===== config.mk =====
export PLATFORM = sky130hd
export DESIGN_NAME = game_board_cursor_ctrl
export DESIGN_NICKNAME = d
export VERILOG_FILES = /design/src/rtl/game_pkg.sv /design/src/rtl/key_autorepeat.sv /design/src/rtl/game_board_cursor_ctrl.sv
export SDC_FILE = /design/constraint.sdc
export NUM_CORES = 2
export LEC_CHECK = 0
export ABC_AREA = 0
export CORE_AREA = 4 4 624 626
export CTS_BUF_LIST = sky130_fd_sc_hd__clkbuf_8
export DETAILED_ROUTE_END_ITERATION = 8
export DIE_AREA = 0 0 628 630
export GPL_ROUTABILITY_DRIVEN = 0
export PLACE_DENSITY = 0.35
export SLEW_MARGIN = 20
export SYNTH_ARGS = -nofsm -noshare
export SYNTH_HDL_FRONTEND = slang
export SYNTH_HIERARCHICAL = 1
export SYNTH_SLANG_ARGS = --single-unit
export TNS_END_PERCENT = 100

===== constraint.sdc =====
create_clock -name clk -period 10.1 [get_ports clk]
set_clock_uncertainty 0.15 [all_clocks]
set_input_delay 3.03 -clock clk [delete_from_list [all_inputs] [get_ports clk]]
set_output_delay 3.03 -clock clk [all_outputs]
set_load 0.005 [all_outputs]

===== src/rtl/game_pkg.sv =====
`default_nettype none
// ============================================================================
// game_pkg : shared types and helpers for the board/cursor controller
// Rev 1.0
// ============================================================================
package game_pkg;

  localparam int BOARD_DIM_MAX = 16;

  typedef logic [4:0] cell_t;

  typedef enum logic [1:0] {
    RPT_IDLE   = 2'd0,
    RPT_DELAY  = 2'd1,
    RPT_REPEAT = 2'd2
  } rpt_state_t;

  typedef enum logic [1:0] {
    DIR_UP    = 2'd0,
    DIR_DOWN  = 2'd1,
    DIR_LEFT  = 2'd2,
    DIR_RIGHT = 2'd3
  } dir_t;

  // Board dimension N = B*B for the supported block sizes.
  function automatic logic [4:0] board_dim(input logic [2:0] block);
    case (block)
      3'd2:    return 5'd4;
      3'd3:    return 5'd9;
      default: return 5'd16;
    endcase
  endfunction

endpackage
`default_nettype wire


===== src/rtl/key_autorepeat.sv =====
`default_nettype none
// ============================================================================
// key_autorepeat : direction-key arbitration with hold-to-repeat stepping
// Rev 1.0
// ============================================================================
module key_autorepeat
  import game_pkg::*;
#(
  parameter int REPEAT_DELAY  = 32_500_000,
  parameter int REPEAT_PERIOD = 6_500_000,
  parameter int CNT_W         = 25
) (
  input  logic clk,
  input  logic rst,
  input  logic enable,
  input  logic key_up,
  input  logic key_down,
  input  logic key_left,
  input  logic key_right,
  output logic step,
  output dir_t dir
);

  localparam logic [CNT_W-1:0] C_DELAY_LAST  = CNT_W'(REPEAT_DELAY - 1);
  localparam logic [CNT_W-1:0] C_PERIOD_LAST = CNT_W'(REPEAT_PERIOD - 1);

  rpt_state_t       r_state, w_state_nxt;
  dir_t             r_dir, w_dir_win;
  logic [CNT_W-1:0] r_cnt, w_cnt_nxt;
  logic             w_any;

  always_comb begin
    w_any     = key_up | key_down | key_left | key_right;
    w_dir_win = DIR_RIGHT;
    if (key_up)        w_dir_win = DIR_UP;
    else if (key_down) w_dir_win = DIR_DOWN;
    else if (key_left) w_dir_win = DIR_LEFT;
  end

  always_comb begin
    w_state_nxt = r_state;
    w_cnt_nxt   = r_cnt;
    step        = 1'b0;
    if (!enable || !w_any) begin
      w_state_nxt = RPT_IDLE;
      w_cnt_nxt   = '0;
    end else if (r_state == RPT_IDLE || w_dir_win != r_dir) begin
      // Fresh press or a change of winning key restarts the long delay.
      step        = 1'b1;
      w_cnt_nxt   = '0;
      w_state_nxt = RPT_DELAY;
    end else begin
      case (r_state)
        RPT_DELAY: begin
          if (r_cnt == C_DELAY_LAST) begin
            step        = 1'b1;
            w_cnt_nxt   = '0;
            w_state_nxt = RPT_REPEAT;
          end else begin
            w_cnt_nxt = r_cnt + CNT_W'(1);
          end
        end
        RPT_REPEAT: begin
          if (r_cnt == C_PERIOD_LAST) begin
            step      = 1'b1;
            w_cnt_nxt = '0;
          end else begin
            w_cnt_nxt = r_cnt + CNT_W'(1);
          end
        end
        default: w_state_nxt = RPT_IDLE;
      endcase
    end
  end

  always_ff @(posedge clk) begin
    if (rst) begin
      r_state <= RPT_IDLE;
      r_cnt   <= '0;
      r_dir   <= DIR_UP;
    end else begin
      r_state <= w_state_nxt;
      r_cnt   <= w_cnt_nxt;
      if (enable && w_any) r_dir <= w_dir_win;
    end
  end

  assign dir = w_dir_win;

endmodule
`default_nettype wire


===== src/rtl/game_board_cursor_ctrl.sv =====
`default_nettype none
// ============================================================================
// game_board_cursor_ctrl : board cell store, selection cursor, filled count
// Rev 1.0
// ============================================================================
module game_board_cursor_ctrl
  import game_pkg::*;
#(
  parameter int REPEAT_DELAY  = 32_500_000,
  parameter int REPEAT_PERIOD = 6_500_000,
  parameter int CNT_W         = 25
) (
  input  logic                     clk,
  input  logic                     rst,
  input  logic                     is_game_on,
  input  logic [2:0]               board_size,
  input  logic                     key_up,
  input  logic                     key_down,
  input  logic                     key_left,
  input  logic                     key_right,
  input  logic                     digit_valid,
  input  logic [4:0]               digit,
  input  logic                     load_valid,
  input  logic [3:0]               load_x,
  input  logic [3:0]               load_y,
  input  logic [4:0]               load_value,
  input  logic                     load_fixed,
  output cell_t                    board       [BOARD_DIM_MAX][BOARD_DIM_MAX],
  output logic [BOARD_DIM_MAX-1:0] board_fixed [BOARD_DIM_MAX],
  output logic [3:0]               selection_x,
  output logic [3:0]               selection_y,
  output logic [8:0]               filled_count,
  output logic                     cell_written
);

  logic [4:0] w_dim;
  logic [3:0] w_last;
  logic       r_game_on_d;
  logic [2:0] r_size_d;
  logic       w_restart;
  logic       w_step;
  dir_t       w_dir;
  logic       w_load_ok, w_digit_ok, w_wr_en;
  logic [3:0] w_wr_x, w_wr_y;
  cell_t      w_wr_val, w_old_val;

  assign w_dim     = board_dim(board_size);
  assign w_last    = 4'(w_dim - 5'd1);
  assign w_restart = (is_game_on & ~r_game_on_d) | (board_size != r_size_d);

  key_autorepeat #(
    .REPEAT_DELAY (REPEAT_DELAY),
    .REPEAT_PERIOD(REPEAT_PERIOD),
    .CNT_W        (CNT_W)
  ) u_keys (
    .clk      (clk),
    .rst      (rst),
    .enable   (is_game_on & ~w_restart),
    .key_up   (key_up),
    .key_down (key_down),
    .key_left (key_left),
    .key_right(key_right),
    .step     (w_step),
    .dir      (w_dir)
  );

  // Single write port: a load always pre-empts a digit in the same cycle.
  always_comb begin
    w_load_ok  = load_valid && ({1'b0, load_x} < w_dim) && ({1'b0, load_y} < w_dim)
                 && (load_value <= w_dim);
    w_digit_ok = digit_valid && !load_valid && is_game_on
                 && !board_fixed[selection_y][selection_x] && (digit <= w_dim);
    w_wr_en    = w_load_ok | w_digit_ok;
    w_wr_x     = w_load_ok ? load_x : selection_x;
    w_wr_y     = w_load_ok ? load_y : selection_y;
    w_wr_val   = w_load_ok ? load_value : digit;
    w_old_val  = board[w_wr_y][w_wr_x];
  end

  always_ff @(posedge clk) begin
    if (rst) begin
      selection_x <= '0;
      selection_y <= '0;
      r_game_on_d <= is_game_on;
      r_size_d    <= board_size;
    end else begin
      r_game_on_d <= is_game_on;
      r_size_d    <= board_size;
      if (w_restart) begin
        selection_x <= '0;
        selection_y <= '0;
      end else if (w_step) begin
        case (w_dir)
          DIR_UP:    selection_y <= (selection_y == 4'd0) ? w_last : selection_y - 4'd1;
          DIR_DOWN:  selection_y <= (selection_y == w_last) ? 4'd0 : selection_y + 4'd1;
          DIR_LEFT:  selection_x <= (selection_x == 4'd0) ? w_last : selection_x - 4'd1;
          DIR_RIGHT: selection_x <= (selection_x == w_last) ? 4'd0 : selection_x + 4'd1;
        endcase
      end
    end
  end

  always_ff @(posedge clk) begin
    if (rst) begin
      for (int r = 0; r < BOARD_DIM_MAX; r++) begin
        for (int c = 0; c < BOARD_DIM_MAX; c++) board[r][c] <= '0;
        board_fixed[r] <= '0;
      end
      filled_count <= '0;
      cell_written <= 1'b0;
    end else begin
      cell_written <= w_digit_ok;
      if (w_wr_en) begin
        board[w_wr_y][w_wr_x] <= w_wr_val;
        if (w_load_ok) board_fixed[w_wr_y][w_wr_x] <= load_fixed;
        if (w_old_val == '0 && w_wr_val != '0)      filled_count <= filled_count + 9'd1;
        else if (w_old_val != '0 && w_wr_val == '0) filled_count <= filled_count - 9'd1;
      end
    end
  end

endmodule
`default_nettype wire

==> results.md <==
- Congestion Overflow GR: 0
- Layout cells sized above 1: 15.5%
- CORE AREA: between 300,000 and 400,000 um^2
- Detailed placer's ending HPWL: between 400 and 500 mm
- Cell Int Power: 10.6 mW
- Post-Syn Nets: ~8,600
- Bufs on Longest Clock Path: 4
- Number of I/O pins: 1,585
- Clk sink count: around 1,600
- Comb pwr share: a little over an eighth
- Seq cells post-synth: between 1,500 and 2,000
- Worst-path maximum fanout: 8
- Die area: roughly 400,000 um^2
- IO Port Bufs: about 1,600
- First-pass GRT wire length: a little under 800 mm
- Area of the multi-input gates: approximately 37,000 um^2
- Router iterations before antenna repair: 6
- Arrival time at the worst endpoint: between 10 and 15 ns
- Starting Density: between 15 and 20%
- Slack of the critical path: 0.0655 ns
- Synth warn: 6
- Area Overhead vs Synth: 50.2%
- Status: completed
- Min-delay worst type: reg2reg
- Total power draw: 15.4 mW
- Seq/Total Area, Yosys: 45.4%
- Sw Ratio: between 30% and 40%
- Vias per inst: roughly 5.1
- Worst-Margin Slew: 1.35 ns
- Clk_lat worst skew: ~1.2 ns
- # hold bufs at CTS: 0
- Top Usage Layer GRT: met2
- CTS Buf Count: 325
- Crit share post-route: between 90% and 100%
- Number of global-route vias before repair: between 70,000 and 80,000
- Worst-path clk slew: 0.06 ns
- Antenna violations before repair: 74
- Largest net degree at the start of global routing: 216
- Final #Nets: about 11,000
- FP Rows: about 230
- Die height: about 630 um
- CP peak stage delay: slightly below 0.9 ns
- Iteration-0 DRC count of the detailed router: between 9,000 and 10,000
- Count of final setup violators: 0
- Antenna Nets Post-Route: 0
- Routed wire length: just over 600 mm
- Wire length per cell: between 30 and 40 um
- H-tree depth: 5
- Syn Inst Count: approximately 8,600
- Fin util: between 20% and 30%
- Fillcell total: about 41,000
- Worst slack, placed: -2.73 ns
- Pwr/cell area: between 100 and 150 nW/um^2
- Met2 Use GR: 43.4%
- Setup TNS: 0 ns
- Syn Std Cell Area: ~70,000 um^2
- Post-layout min period: about 10 ns
- P_leak: ~37 nW
- Crit Path Class: in2reg
- Sequential Area: about 32,000 um^2
- Slew Viols, Final: 0
- Net load switching power: ~4.8 mW
- Power share of the clock group: between 40 and 50%
- Hold Vio Cnt, Final: 0
- Overall Global Routing Usage: between 20% and 30%
- Via count: 80,200
- M1 GR Usage: between 30% and 40%
- Met3 Track Usage GR: 6.49%
- Netlist cell types: 93
- CP Capture Type: register
- Max Fclk: approximately 100 MHz
- CP max-delay cell: o311ai_0
- DRC: 0
- Number of flops mapped to enable cells by yosys: 0
- Syn Area/Cell: a little over 8 um^2
- Die X: between 600 and 700 um
- Req. time, crit path: ~11 ns
- CTS Root Buffer Type: clkbuf_8
- MaxCap Viol Count: 0
- RSZ-0062 raised after global routing: true
- Fraction of registers with async set or reset after synthesis: 0%
- Rel. slew slack: around 10%
- Sequential share of power: about two fifths
- Crit path launch type: input pin
- Top FF cell, synth: dfxtp_1
- CTS tree: done
- Maximum vdd drop: between 0.0001 and 0.00015 V
- Crit path top cell by count: buf_4
## stage by stage
step	area (um^2)	instances	hold WS (ns)
2_1_floorplan	70000	8569	0.325
3_5_place_dp	96800	15200	0.356
5_1_grt	105000	15900	0.377
3_3_place_gp	96800	15200	0.347
4_1_cts	105000	15800	0.363
6_report	105000	15900	0.362
## cell usage in the layout (no fill, tap or decap), types with 128 or more instances in the layout
master / n
a211oi_1: 883
buf_12: 128
nor2_1: 1751
buf_4: 592
nor3_1: 152
clkbuf_8: 409
nand3_1: 269
clkdlybuf4s50_1: 1581
inv_1: 141
dfxtp_1: 1585
o21ai_0: 170
nand2_1: 925
a21oi_1: 891
nand3b_1: 160
## per-layer routing
layer / part of all wire [%] / wire length (um)
met1: 42 / 255000
met2: 42 / 257000
met3: 7.8 / 47500
met4: 7.5 / 45300
met5: 0.026 / 159
## worst max-delay path: cells and delay by family
family,cells,cell delay [ns]
AO/OA/AOI/OAI,12,3.05
XOR/XNOR,1,0.09
adder cells (fa/ha/maj),4,0.91
buffers and inverters,12,1.97
multiplexers,1,0.15
AND/OR/NAND/NOR,7,1.50
## cell usage after synthesis, types with 8 or more instances
master / n / area (um^2)
a211oi_1: 886 / 6650
a21o_1: 8 / 60.1
a21oi_1: 909 / 4550
a221oi_1: 12 / 105
a22oi_1: 22 / 165
a311oi_1: 14 / 123
a31o_2: 12 / 105
a31oi_1: 59 / 369
a32oi_1: 44 / 385
and3_1: 61 / 382
buf_1: 63 / 236
buf_2: 78 / 390
buf_4: 13 / 97.6
clkbuf_1: 521 / 1960
dfxtp_1: 1587 / 31800
ha_1: 30 / 375
inv_1: 33 / 124
mux2i_1: 95 / 951
mux4_2: 85 / 1910
nand2_1: 930 / 3490
nand2b_1: 13 / 81.3
nand3_1: 283 / 1420
nand3b_1: 160 / 1200
nand4_1: 52 / 325
nor2_1: 1780 / 6680
nor2_2: 59 / 369
nor2_4: 14 / 158
nor2_8: 46 / 921
nor2b_1: 14 / 87.6
nor3_1: 177 / 886
nor4_1: 19 / 119
o2111ai_1: 16 / 140
o21ai_0: 177 / 886
o21ai_1: 22 / 110
o22ai_1: 11 / 68.8
o311ai_0: 28 / 245
o31ai_1: 9 / 67.6
or2_2: 15 / 93.8
or3_1: 24 / 150
xnor2_1: 16 / 140
xor2_1: 25 / 219
## flip-flops by register name, summed over array words and instances, names as in the netlist, 3 cells and up
register	flops
board	1280
board_fixed	256
filled_count	9
r_size_d	3
selection_x	4
selection_y	4
u_keys/r_cnt	25
## power by group through the flow
stage	clock, mW	sequential (mW)	combinational (mW)
final	7.03	6.30	2.03
after global routing	7.40	6.30	2.07
after CTS	7.17	6.30	1.98
after detailed placement	0	6.44	1.85
after global placement	0	6.44	1.85
after floorplan	0	6.43	0.735
## final timing paths
path	from	to	slack (ns)	cells after the start
max	board_size[0]	filled_count[7]	0.07	37
min	board[507]	board[507]	0.36	2
max reg2reg	selection_y[0]	board[267]	2.63	12
min reg2reg	board[507]	board[507]	0.36	2
## repair_timing
item | CTS | global route
setup endpoints to repair | 9 | 4
pin swaps | 39 | 34
cloned | 9 | 0
gates resized for setup | 149 | 50
buffers inserted | 39 | 11
## cell type report
type                       instances  area share, %
tap                             5060           6.02
multi-input combinational       6262           34.8
inverter                          35          0.125
timing repair buffer            2347           22.5
sequential                      1587           30.2
clock buffer                     409           5.36
clock inverter                   157          0.843
antenna                           17         0.0405
## cell families after synthesis
| kind of cell | Yosys count | synth area share [%] |
|---|---|---|
| xor gates and xnor gates | 41 | 0.513 |
| adders and majority gates | 31 | 0.565 |
| buffers and inverters | 720 | 4.21 |
| muxes | 185 | 4.18 |
| and+or+nand+nor | 3690 | 24.0 |
| AOI/OAI and AO/OA | 2315 | 21.2 |
| DFF | 1587 | 45.4 |
Note: power is estimated with default switching activity, not from simulation.
